**config.mk**
```make
export PLATFORM = sky130hd
export DESIGN_NAME = dcache_perf_event_gen
export DESIGN_NICKNAME = d
export VERILOG_FILES = /design/src/rtl/ariane_pkg.sv /design/src/rtl/perf_evt_pending.sv /design/src/rtl/dcache_perf_event_gen.sv
export SDC_FILE = /design/constraint.sdc
export NUM_CORES = 1
export LEC_CHECK = 0
export CORE_AREA = 4 4 48 50
export DETAILED_ROUTE_END_ITERATION = 16
export DIE_AREA = 0 0 52 54
export PLACE_DENSITY = 0.71
export SYNTH_ARGS = -nofsm -noshare
export SYNTH_HDL_FRONTEND = slang
export SYNTH_SLANG_ARGS = --single-unit
```
**constraint.sdc**
```tcl
create_clock -name clk_i -period 1.72 [get_ports clk_i]
set_input_delay 0.344 -clock clk_i [delete_from_list [all_inputs] [get_ports clk_i]]
set_output_delay 0.344 -clock clk_i [all_outputs]
set_load 0.05 [all_outputs]
```
**src/rtl/ariane_pkg.sv**
```systemverilog
// Shared types for the D-cache performance event generator: event indices, AMO FSM states
// and the per-port lookup classifier.
package ariane_pkg;

  localparam int unsigned DC_PERF_NUM_EVT = 7;

  typedef enum logic [2:0] {
    DcEvtMiss,
    DcEvtHit,
    DcEvtWriteHitUnique,
    DcEvtWriteHitShared,
    DcEvtWriteMiss,
    DcEvtCleanInvalidHit,
    DcEvtCleanInvalidMiss
  } dc_perf_evt_e;

  typedef enum logic {
    AmoIdle,
    AmoBusy
  } amo_state_e;

  // Store hits also count as hits and store misses also count as misses.
  function automatic logic [DC_PERF_NUM_EVT-1:0] dc_perf_classify(
    input logic hit,
    input logic we,
    input logic shared,
    input logic cinv
  );
    logic [DC_PERF_NUM_EVT-1:0] evt;
    evt = '0;
    if (cinv) begin
      evt[DcEvtCleanInvalidHit]  = hit;
      evt[DcEvtCleanInvalidMiss] = ~hit;
    end else begin
      evt[DcEvtHit]  = hit;
      evt[DcEvtMiss] = ~hit;
      if (we) begin
        evt[DcEvtWriteHitUnique] = hit & ~shared;
        evt[DcEvtWriteHitShared] = hit & shared;
        evt[DcEvtWriteMiss]      = ~hit;
      end
    end
    return evt;
  endfunction

endpackage

```
**src/rtl/perf_evt_pending.sv**
```systemverilog
// One event channel: turns a per-cycle event count into single-cycle pulses.
// With DCACHE_PERF_PENDING_EN a saturating backlog counter spreads coincident events over cycles.
module perf_evt_pending
  import ariane_pkg::*;
#(
  parameter int unsigned PendW = 3,
  parameter int unsigned CntW  = 2
) (
  input  logic            clk_i,
  input  logic            rst_ni,
  input  logic [CntW-1:0] n_new_i,
  output logic            pulse_o,
  output logic            drop_o
);

  logic pulse_d, pulse_q;

`ifdef DCACHE_PERF_PENDING_EN
  localparam int unsigned SumW = PendW + CntW;
  localparam logic [SumW-1:0] PMax = SumW'((1 << PendW) - 1);

  logic [PendW-1:0] pend_q, pend_d;
  logic [SumW-1:0]  total, remain;

  always_comb begin
    total   = SumW'(pend_q) + SumW'(n_new_i);
    pulse_d = (total != '0);
    remain  = total - SumW'(pulse_d);
    drop_o  = (remain > PMax);
    pend_d  = drop_o ? PMax[PendW-1:0] : remain[PendW-1:0];
  end

  always_ff @(posedge clk_i) begin
    if (!rst_ni) begin
      pend_q <= '0;
    end else begin
      pend_q <= pend_d;
    end
  end
`else
  // Without a backlog, coincident events collapse into one pulse and the rest are lost.
  assign pulse_d = (n_new_i != '0);
  assign drop_o  = (n_new_i > CntW'(1));

  if (PendW == 0) begin : g_bad_cfg
    $fatal(1, "perf_evt_pending: PendW must be nonzero");
  end
`endif

  always_ff @(posedge clk_i) begin
    if (!rst_ni) begin
      pulse_q <= 1'b0;
    end else begin
      pulse_q <= pulse_d;
    end
  end

  assign pulse_o = pulse_q;

endmodule

```
**src/rtl/dcache_perf_event_gen.sv**
```systemverilog
// D-cache performance event generator: classifies lookups into seven event pulses,
// registers the flush level and tracks outstanding AMOs. Optional feature: DCACHE_PERF_PENDING_EN.
module dcache_perf_event_gen
  import ariane_pkg::*;
#(
  parameter int unsigned NumPorts = 3,
  parameter int unsigned PendW    = 3
) (
  input  logic                clk_i,
  input  logic                rst_ni,
  input  logic [NumPorts-1:0] lookup_valid_i,
  input  logic [NumPorts-1:0] lookup_hit_i,
  input  logic [NumPorts-1:0] lookup_we_i,
  input  logic [NumPorts-1:0] lookup_shared_i,
  input  logic [NumPorts-1:0] lookup_cinv_i,
  input  logic                flush_i,
  input  logic                amo_req_i,
  input  logic                amo_ack_i,
  output logic                l1_dcache_miss_o,
  output logic                l1_dcache_hit_o,
  output logic                l1_dcache_write_hit_unique_o,
  output logic                l1_dcache_write_hit_shared_o,
  output logic                l1_dcache_write_miss_o,
  output logic                l1_dcache_clean_invalid_hit_o,
  output logic                l1_dcache_clean_invalid_miss_o,
  output logic                l1_dcache_flushing_o,
  output logic                amo_o,
  output logic                evt_lost_o
);

  localparam int unsigned CntW = $clog2(NumPorts + 1);

  logic [DC_PERF_NUM_EVT-1:0] port_evt;
  logic [CntW-1:0]            n_new [DC_PERF_NUM_EVT];
  logic [DC_PERF_NUM_EVT-1:0] pulse, drop;
  logic                       evt_lost_d, evt_lost_q;
  logic                       flushing_q;
  amo_state_e                 amo_state_q;
  logic                       amo_q;

  always_comb begin
    port_evt = '0;
    for (int e = 0; e < DC_PERF_NUM_EVT; e++) begin
      n_new[e] = '0;
    end
    for (int p = 0; p < NumPorts; p++) begin
      port_evt = lookup_valid_i[p] ?
                 dc_perf_classify(lookup_hit_i[p], lookup_we_i[p], lookup_shared_i[p],
                                  lookup_cinv_i[p]) : '0;
      for (int e = 0; e < DC_PERF_NUM_EVT; e++) begin
        n_new[e] = n_new[e] + CntW'(port_evt[e]);
      end
    end
  end

  for (genvar g = 0; g < DC_PERF_NUM_EVT; g++) begin : g_evt
    perf_evt_pending #(
      .PendW(PendW),
      .CntW (CntW)
    ) u_pend (
      .clk_i  (clk_i),
      .rst_ni (rst_ni),
      .n_new_i(n_new[g]),
      .pulse_o(pulse[g]),
      .drop_o (drop[g])
    );
  end

  assign evt_lost_d = evt_lost_q | (|drop);

  always_ff @(posedge clk_i) begin
    if (!rst_ni) begin
      evt_lost_q <= 1'b0;
      flushing_q <= 1'b0;
    end else begin
      evt_lost_q <= evt_lost_d;
      flushing_q <= flush_i;
    end
  end

  // A request acknowledged in the same cycle never becomes outstanding.
  always_ff @(posedge clk_i) begin
    if (!rst_ni) begin
      amo_state_q <= AmoIdle;
      amo_q       <= 1'b0;
    end else begin
      unique case (amo_state_q)
        AmoIdle: begin
          if (amo_req_i && !amo_ack_i) begin
            amo_state_q <= AmoBusy;
            amo_q       <= 1'b1;
          end
        end
        AmoBusy: begin
          if (amo_ack_i) begin
            amo_state_q <= AmoIdle;
            amo_q       <= 1'b0;
          end
        end
      endcase
    end
  end

  assign l1_dcache_miss_o               = pulse[DcEvtMiss];
  assign l1_dcache_hit_o                = pulse[DcEvtHit];
  assign l1_dcache_write_hit_unique_o   = pulse[DcEvtWriteHitUnique];
  assign l1_dcache_write_hit_shared_o   = pulse[DcEvtWriteHitShared];
  assign l1_dcache_write_miss_o         = pulse[DcEvtWriteMiss];
  assign l1_dcache_clean_invalid_hit_o  = pulse[DcEvtCleanInvalidHit];
  assign l1_dcache_clean_invalid_miss_o = pulse[DcEvtCleanInvalidMiss];
  assign l1_dcache_flushing_o           = flushing_q;
  assign amo_o                          = amo_q;
  assign evt_lost_o                     = evt_lost_q;

endmodule
```
# After elaboration in Yosys (flattened, before gate mapping)
# Index checks and enable logic that the tools add are counted.
# classes
addsub,14
magnitude_cmp,7
eq_ne,2
muxes,18
bitwise,14
n_reduce_logical,11
# ops
cell,count
$mux 7,3
$mux 5,3
$add 1x1->2,7
$add 2x1->2,7
$gt 2x1->1 const B,7
$reduce_bool 2->1,7
$mux 3,3
$not 1->1,7
$reduce_or 7->1,1
$and 1x1->1,6
$mux 2,3
$mux 1,4
$ne 2x2->1 const B,2
$pmux 1 s2,2
$reduce_and 2->1,1
$logic_and 1x1->1,1
$logic_not 1->1,1
$or 1x1->1,1
# totals
reg_bits,11
in_bits,20
out_inout_bits,10
word_cells,77

# Logic depth before layout (Yosys ltp)
# Gate-level depths: netlist (run 1).
# depth
depth_word,10
mapped_depth,5
depth_no_buf,5

# Hierarchy
# From an unflattened synthesis (run 1), not the netlist that was laid out.
# unflattened
hier_cells,66
hier_area_um2,674.4
# by_module_without_submodules
mod,instances,cells_per_inst,area_per_inst_um2,seq_area_each_um2
dcache_perf_event_gen,1,45,455.4,80.1
perf_evt_pending,7,3,31.3,20.0

# Worst setup path after synthesis (run 1)
# No wires, ideal clock.
# synth_timing
path_type,input port to flip-flop
startpoint,input port lookup_hit_i[2]
endpoint,"register evt_lost_q, in the netlist evt_lost_o"
setup_ns,0.132
arrival_time_ns,1.530
t_required_ns,1.588
path_slack_ns,0.059
cell_stages,5
path_buffers,0
path_cell_list,and3b_1 > and3_1 > fa_1 > nor4b_1 > a21boi_0
# synth_between
elab_chain_cells,8
elab_cells_between_ends,23
cone_classes,add/sub: 7; order compare: 7; mux: 4; bitwise: 4; reduce/logical: 1
# synth_lines
element,line_no,source
"start, declared",dcache_perf_event_gen.sv:12,"input logic [NumPorts-1:0] lookup_hit_i,"
$and 1x1->1 (tied with other cells),ariane_pkg.sv:38,evt[DcEvtWriteHitUnique] = hit & ~shared;
$mux 3,ariane_pkg.sv:37,if (we) begin
$mux 5,ariane_pkg.sv:31,if (cinv) begin
$mux 7 *,dcache_perf_event_gen.sv:47,port_evt = lookup_valid_i[p] ?
$add 2x1->2,dcache_perf_event_gen.sv:51,n_new[e] = n_new[e] + CntW'(port_evt[e]);
$gt 2x1->1,perf_evt_pending.sv:43,assign drop_o = (n_new_i > CntW'(1));
$reduce_or 7->1 *,dcache_perf_event_gen.sv:69,assign evt_lost_d = evt_lost_q | (|drop);
$or 1x1->1 *,dcache_perf_event_gen.sv:69,
"end signal, assigned",dcache_perf_event_gen.sv:76,evt_lost_q <= evt_lost_d;
"end, declared",dcache_perf_event_gen.sv:36,"logic evt_lost_d, evt_lost_q;"
# Every way passes the cells marked *; elsewhere a longest branch is shown, timed or not.
# A chain may end at the register's enable or synchronous reset.

# Worst setup path after layout (run 1)
# layout_timing
startpoint,input port lookup_shared_i[2]
endpoint,"register evt_lost_q, in the netlist evt_lost_o"
# layout_between
elab_chain_cells,9
elab_cells_between_ends,12
cone_classes,add/sub: 2; order compare: 2; mux: 3; bitwise: 4; reduce/logical: 1
# layout_lines
element,line_no,source
"start, declared",dcache_perf_event_gen.sv:14,"input logic [NumPorts-1:0] lookup_shared_i,"
$not 1->1,ariane_pkg.sv:38,
$and 1x1->1,ariane_pkg.sv:38,
$mux 3 *,ariane_pkg.sv:37,
$mux 5 *,ariane_pkg.sv:31,
$mux 7 *,dcache_perf_event_gen.sv:47,
$add 2x1->2,dcache_perf_event_gen.sv:51,
$gt 2x1->1,perf_evt_pending.sv:43,
$reduce_or 7->1 *,dcache_perf_event_gen.sv:69,
$or 1x1->1 *,dcache_perf_event_gen.sv:69,
# Marked as above.

==> results of run 1 <==
==> metal layers <==
layer	GRT usage (%)	up-vias	share of wire [%]
met2	23.6	21	50
met4	7.86	0	1.8
li1	-	309	-
met3	3.60	4	8.2
met5	0	-	0
met1	14.2	276	40
==> cells by family (layout without fill, tap and decap cells) <==
logic type | Yosys count | in the layout | share of synthesized area, %
DFF | 11 | 11 | 35.0
AOI/OAI and AO/OA | 10 | 10 | 11.9
buffers and inverters | 1 | 52 | 0.794
and+or+nand+nor | 30 | 30 | 30.0
adders and majority gates | 7 | 7 | 22.3
==> through the flow <==
step                      setup slack (ns)  hold WS, ns
after floorplan                     0.0588        0.420
after global placement              -0.454        0.482
after detailed placement            -0.491        0.502
after CTS                          0.00742        0.511
after global routing                0.0113        0.551
final                               0.0701        0.504
==> final cells by class <==
cell class | instances | area, um^2
Fill cell | 173 | 761
Multi-Input combinational cell | 47 | 459
Timing Repair Buffer | 48 | 400
Sequential cell | 11 | 220
Tap cell | 27 | 33.8
Clock buffer | 3 | 22.5
Clock inverter | 1 | 5.00
==> worst register-to-register path, cell delays in order, from the launching register on <==
cell	delay (ns)
sky130_fd_sc_hd__dfxtp_1	0.32
sky130_fd_sc_hd__nor4_2	0.26
sky130_fd_sc_hd__a21boi_1	0.08
==> final timing paths <==
check	startpoint	endpoint	slack, ns	depth (start not counted)
min	amo_state_q	amo_state_q	0.50	2
max reg2reg	evt_lost_o	evt_lost_o	0.95	2
min reg2reg	amo_state_q	amo_state_q	0.50	2
max	lookup_shared_i[2]	evt_lost_o	0.07	5
==> power by group through the flow <==
stage | Sequential (uW) | Clock, uW | Combinational [uW]
CTS | 278 | 177 | 214
global placement | 283 | 0 | 210
finish | 278 | 169 | 215
detailed placement | 283 | 0 | 213
floorplan | 339 | 0 | 46.3
global route | 280 | 193 | 232
==> timing repair <==
| item | 4_1_cts | 5_1_grt |
|---|---|---|
| pin swaps | 9 | 5 |
| setup endpoints to repair | 5 | 4 |
| resized for setup | 21 | 6 |
==> state kept, by name (all words and copies together), names as in the netlist <==
register              flops
l1_dcache_flushing_o      1
amo_state_q               1
g_evt.u_pend.pulse_o      7
amo_o                     1
evt_lost_o                1
==> Yosys cell counts, drive strengths merged <==
cell type / n
nor3b: 5
nand2: 6
buf: 1
dfxtp: 11
fa: 7
and3b: 6
and3: 6
o21a: 7
nor4b: 1
nor2: 4
nor4: 1
a21boi: 3
and2: 1
==> impl_table.tex, run 1 <==
\begin{tabular}{lr}
\hline
Metric & Value \\
\hline
\multicolumn{2}{l}{\textbf{Setup path}} \\
CP Max Fanout & 2 \\
Category of the worst setup path launch point & input pin \\
Crit Path Class & input pin to flop \\
List of cells traversed by the critical path & clkdlybuf4s50\_1 > and3b\_2 > fa\_2 > nor4b\_2 > a21boi\_1 \\
Number of buffers and inverters on the critical path & 1 \\
Endpoint arrival time on the critical path & 1.80 ns \\
Top Family by Delay on Critical Path & buffers and inverters \\
Cell type of the slowest stage on the worst timing path & sky130\_fd\_sc\_hd\_\_clkdlybuf4s50\_1 \\
Crit path capture type & flop \\
Worst path max stage delay & 0.49 ns \\
CP required & 1.87 ns \\
\multicolumn{2}{l}{\textbf{Outcome}} \\
Status & finished clean \\
\multicolumn{2}{l}{\textbf{Timing}} \\
Share of the clock period used by the worst path & 95.9\% \\
Setup repair after global routing missed its margin & no \\
Fin Setup TNS & 0 ns \\
Final Max Tran Viols & 0 \\
Final Hold Viols & 0 \\
Max transition margin & 76.0\% \\
Actual transition at the worst max-transition pin & 0.358 ns \\
Max Clk Rate & 0.606 GHz \\
Setup skew after layout & 0.000137 ns \\
Clock period minus final worst setup slack & 1.65 ns \\
Number of setup violations in the final report & 0 \\
\multicolumn{2}{l}{\textbf{Place}} \\
Area after detailed placement & 1070 um\^{}2 \\
Number of placed instances with taps included & 133 \\
IO buf count & 29 \\
Hpwl dp & 1310 um \\
Final weighted congestion of routability-driven global placement & 0.694 \\
\multicolumn{2}{l}{\textbf{Layout}} \\
Share of layout cells above drive strength 1 & 46.4\% \\
Commonest non-fill, non-tap cell in the layout & sky130\_fd\_sc\_hd\_\_buf\_4 \\
Antenna diode instance count & 0 \\
Final standard cell utilization of the core & 60.0\% \\
Layout net count & 138 \\
Number of standard cells in the layout, taps in and fillers out & 137 \\
Final standard cell area without fillers & 1140 um\^{}2 \\
Most frequent cells in the layout & sky130\_fd\_sc\_hd\_\_buf\_4 (29), sky130\_fd\_sc\_hd\_\_dfxtp\_1 (11), sky130\_fd\_sc\_hd\_\_clkdlybuf4s50\_1 (10) \\
Area growth from synthesis to final layout & 81.3\% \\
\multicolumn{2}{l}{\textbf{GRT}} \\
First-pass GRT wire length & 2720 um \\
Largest net degree at the start of global routing & 12 \\
Total global routing overflow & 0 \\
Initial antenna violation count & 0 \\
Number of global-route vias before repair & 644 \\
GRT Overall Usage & 13.3\% \\
\multicolumn{2}{l}{\textbf{Die}} \\
Initial Util & 33.1\% \\
Floorplan die height & 54 um \\
Core region area & 1900 um\^{}2 \\
IO Pins & 30 \\
Number of cell rows & 16 \\
Chip Width & 52 um \\
Area of the die & 2810 um\^{}2 \\
\multicolumn{2}{l}{\textbf{Logic synthesis}} \\
Total number of yosys warnings & 0 \\
Number of distinct standard cells referenced by the synthesized netlist & 14 \\
Seq/Total Area, Yosys & 35.0\% \\
Area of the mapped netlist & 629 um\^{}2 \\
Nets in the synthesized netlist & 86 \\
Share of the synthesized area in the top cell type & 35.0\% \\
Synthesized instance count & 59 \\
Synth area leaders & sky130\_fd\_sc\_hd\_\_dfxtp\_1 (35\%), sky130\_fd\_sc\_hd\_\_fa\_1 (22\%), sky130\_fd\_sc\_hd\_\_o21a\_1 (8.3\%) \\
Flop and latch count out of synthesis & 11 \\
Synthesized area per cell & 10.7 um\^{}2 \\
Area leader, netlist & sky130\_fd\_sc\_hd\_\_dfxtp\_1 \\
\multicolumn{2}{l}{\textbf{Pwr}} \\
Switching component of the power & 199 uW \\
Comb pwr share & 32.5\% \\
Power share of the sequential group & 42.0\% \\
Share of total power consumed by net switching & 30.1\% \\
Power density over cell area & 580 nW/um\^{}2 \\
Clk network pwr share & 25.5\% \\
Cell internal pwr & 463 uW \\
P\_leak & 0.000549 uW \\
Worst vdd ir & 322 uV \\
Total power & 662 uW \\
\multicolumn{2}{l}{\textbf{Drt}} \\
Detail Route Antenna Nets & 0 \\
Routed wire length per instance & 11.5 um \\
First-pass iteration count of the detailed router & 2 \\
Routed WL & 1570 um \\
Post-route DRC violation count & 0 \\
Count of vias placed by the detailed router & 610 \\
Via density per instance & 4.45 \\
DR iter-0 viols & 2 \\
\multicolumn{2}{l}{\textbf{Clock tree}} \\
Root buffer cell & sky130\_fd\_sc\_hd\_\_clkbuf\_4 \\
Number of buffers inserted by post-CTS setup repair & 0 \\
Number of buffers on the longest clock path & 2 \\
Clock buffers created by TritonCTS & 3 \\
H-tree depth reported by CTS & 1 \\
TritonCTS clock tree & done \\
Clock-pin slew of the registers on the worst-case setup and hold paths & 0.07 ns \\
CTS hold repair buffers & 0 \\
Clock latency at the later pin of the worst-skew pair & 0.26 ns \\
CTS sink count & 11 \\
\multicolumn{2}{l}{\textbf{Job}} \\
Max\_cap viols & 0 \\
\multicolumn{2}{l}{\textbf{Min path}} \\
Hold Path Class & flop to flop \\
\hline
\end{tabular}
No activity file was read; power rests on OpenSTA's default activity.
==> run 2, diff against run 1 <==
--- a/config.mk
+++ b/config.mk
@@ -8,7 +8,7 @@
 export CORE_AREA = 4 4 48 50
 export DETAILED_ROUTE_END_ITERATION = 16
 export DIE_AREA = 0 0 52 54
-export PLACE_DENSITY = 0.71
+export PLACE_DENSITY = 0.67
 export SYNTH_ARGS = -nofsm -noshare
 export SYNTH_HDL_FRONTEND = slang
 export SYNTH_SLANG_ARGS = --single-unit
==> impl_table.tex, run 2 (synthesis results as in run 1) <==
\begin{tabular}{lr}
\hline
Metric & Value \\
\hline
\multicolumn{2}{l}{\textbf{Timing}} \\
Setup skew after layout & 0.000237 ns \\
Clock period minus final worst setup slack & 1.66 ns \\
Final Hold Viols & 0 \\
Max Clk Rate & 0.603 GHz \\
Final-layout worst hold slack & 0.497 ns \\
Max transition margin & 76.5\% \\
Share of the clock period used by the worst path & 96.5\% \\
Actual transition at the worst max-transition pin & 0.351 ns \\
Setup repair after global routing missed its margin & no \\
Final Max Tran Viols & 0 \\
Number of setup violations in the final report & 0 \\
\multicolumn{2}{l}{\textbf{Clock tree}} \\
Clock latency at the later pin of the worst-skew pair & 0.26 ns \\
Root buffer cell & sky130\_fd\_sc\_hd\_\_clkbuf\_4 \\
Clock-pin slew of the registers on the worst-case setup and hold paths & 0.06 ns \\
Number of buffers on the longest clock path & 2 \\
CTS sink count & 11 \\
TritonCTS clock tree & done \\
Clock buffers created by TritonCTS & 3 \\
CTS hold repair buffers & 0 \\
H-tree depth reported by CTS & 1 \\
Number of buffers inserted by post-CTS setup repair & 0 \\
\multicolumn{2}{l}{\textbf{Drt}} \\
DR iter-0 viols & 1 \\
Post-route DRC violation count & 0 \\
First-pass iteration count of the detailed router & 2 \\
Routed wire length per instance & 11.2 um \\
Via density per instance & 4.49 \\
Routed WL & 1520 um \\
Detail Route Antenna Nets & 0 \\
Count of vias placed by the detailed router & 611 \\
\multicolumn{2}{l}{\textbf{Layout}} \\
Flip-flop count of the largest register after layout & 7 \\
Commonest non-fill, non-tap cell in the layout & sky130\_fd\_sc\_hd\_\_buf\_4 \\
Area growth from synthesis to final layout & 77.9\% \\
Most frequent cells in the layout & sky130\_fd\_sc\_hd\_\_buf\_4 (28), sky130\_fd\_sc\_hd\_\_dfxtp\_1 (11), sky130\_fd\_sc\_hd\_\_clkdlybuf4s50\_1 (10) \\
Share of layout cells above drive strength 1 & 43.1\% \\
Count of filler cells inserted in the layout & 179 \\
Final standard cell utilization of the core & 58.9\% \\
Final standard cell area without fillers & 1120 um\^{}2 \\
Layout net count & 137 \\
Area occupied by multi-input gates & 450 um\^{}2 \\
FF+latch area & 220 um\^{}2 \\
Number of standard cells in the layout, taps in and fillers out & 136 \\
Antenna diode instance count & 0 \\
\multicolumn{2}{l}{\textbf{Die}} \\
Chip Width & 52 um \\
Floorplan die height & 54 um \\
Area of the die & 2810 um\^{}2 \\
IO Pins & 30 \\
Core region area & 1900 um\^{}2 \\
Number of cell rows & 16 \\
Initial Util & 33.1\% \\
\multicolumn{2}{l}{\textbf{Setup path}} \\
Worst path max stage delay & 0.47 ns \\
Top Family by Delay on Critical Path & simple AND/OR/NAND/NOR gates \\
Endpoint arrival time on the critical path & 1.80 ns \\
Worst-case reg-to-reg path depth & 2 \\
List of cells traversed by the critical path & clkdlybuf4s50\_1 > and3b\_2 > fa\_2 > nor4b\_2 > a21boi\_1 \\
Crit Path Class & input pin to flop \\
CP required & 1.86 ns \\
Number of buffers and inverters on the critical path & 1 \\
Number of stages on the worst setup path & 5 \\
CP Max Fanout & 2 \\
Category of the worst setup path launch point & input pin \\
Crit path capture type & flop \\
Cell type of the slowest stage on the worst timing path & sky130\_fd\_sc\_hd\_\_clkdlybuf4s50\_1 \\
\multicolumn{2}{l}{\textbf{Pwr}} \\
Share of total power consumed by net switching & 28.9\% \\
Power share of the sequential group & 42.6\% \\
Total power & 652 uW \\
P\_leak & 0.000535 uW \\
Worst vdd ir & 251 uV \\
Cell internal pwr & 464 uW \\
Comb pwr share & 32.3\% \\
Clk network pwr share & 25.1\% \\
Power density over cell area & 582 nW/um\^{}2 \\
Switching component of the power & 188 uW \\
\multicolumn{2}{l}{\textbf{Place}} \\
Final weighted congestion of routability-driven global placement & 0.719 \\
Area after detailed placement & 1060 um\^{}2 \\
IO buf count & 29 \\
Number of placed instances with taps included & 132 \\
\multicolumn{2}{l}{\textbf{GRT}} \\
Initial antenna violation count & 0 \\
Largest net degree at the start of global routing & 12 \\
First-pass GRT wire length & 2620 um \\
Number of global-route vias before repair & 639 \\
GRT Overall Usage & 12.7\% \\
Total global routing overflow & 0 \\
\multicolumn{2}{l}{\textbf{Job}} \\
Max\_cap viols & 0 \\
\multicolumn{2}{l}{\textbf{Min path}} \\
Hold Path Class & flop to flop \\
Worst Hold Depth & 2 \\
\multicolumn{2}{l}{\textbf{Outcome}} \\
Status & finished clean \\
\hline
\end{tabular}
-- run 2: power groups by stage --
stage                     Combinational, uW  Sequential (uW)  Clock [uW]
final                                   211              278         163
after global routing                    228              280         194
after CTS                               211              278         175
after detailed placement                211              283           0
after global placement                  208              283           0
after floorplan                        46.3              339           0
-- run 2: tightest hold or removal path, stage by stage, from the launching register on --
cell and delay, ns:
sky130_fd_sc_hd__dfxtp_1 0.32, sky130_fd_sc_hd__nor2_1 0.08, sky130_fd_sc_hd__nor3b_1 0.05
-- run 2: per-layer routing --
layer,vias up,GRT usage (%),share of wire (%)
li1,308,-,-
met5,-,0,0
met1,282,12.8,36
met2,19,23.6,53
met4,0,7.86,0.79
met3,2,2.77,9.9
-- run 2: metrics by stage --
step                setup TNS [ns]  worst slack, ns
finish                           0           0.0606
global route                     0          0.00942
CTS                              0           0.0480
detailed placement           -2.62           -0.548
global placement             -2.43           -0.455
floorplan                        0           0.0588
-- run 2: area by class of cell --
| cell class | count | area share (%) |
|---|---|---|
| multi-input combinational | 47 | 40.2 |
| sequential | 11 | 19.7 |
| clock buffer | 4 | 2.35 |
| timing repair buffer | 47 | 34.7 |
| tap | 27 | 3.02 |
-- run 2: repair_timing --
action	in CTS	in global routing
setup endpoints to repair	6	1
gates resized for setup	20	4
pin swaps	10	6
-- run 2: path summary, 6_finish.rpt --
| check | start | endpoint | slack, ns |
|---|---|---|---|
| setup / recovery | lookup_shared_i[2] | evt_lost_o | 0.06 |
| hold / removal | amo_state_q | amo_state_q | 0.50 |
| setup reg to reg | evt_lost_o | evt_lost_o | 0.91 |
| hold reg to reg | amo_state_q | amo_state_q | 0.50 |
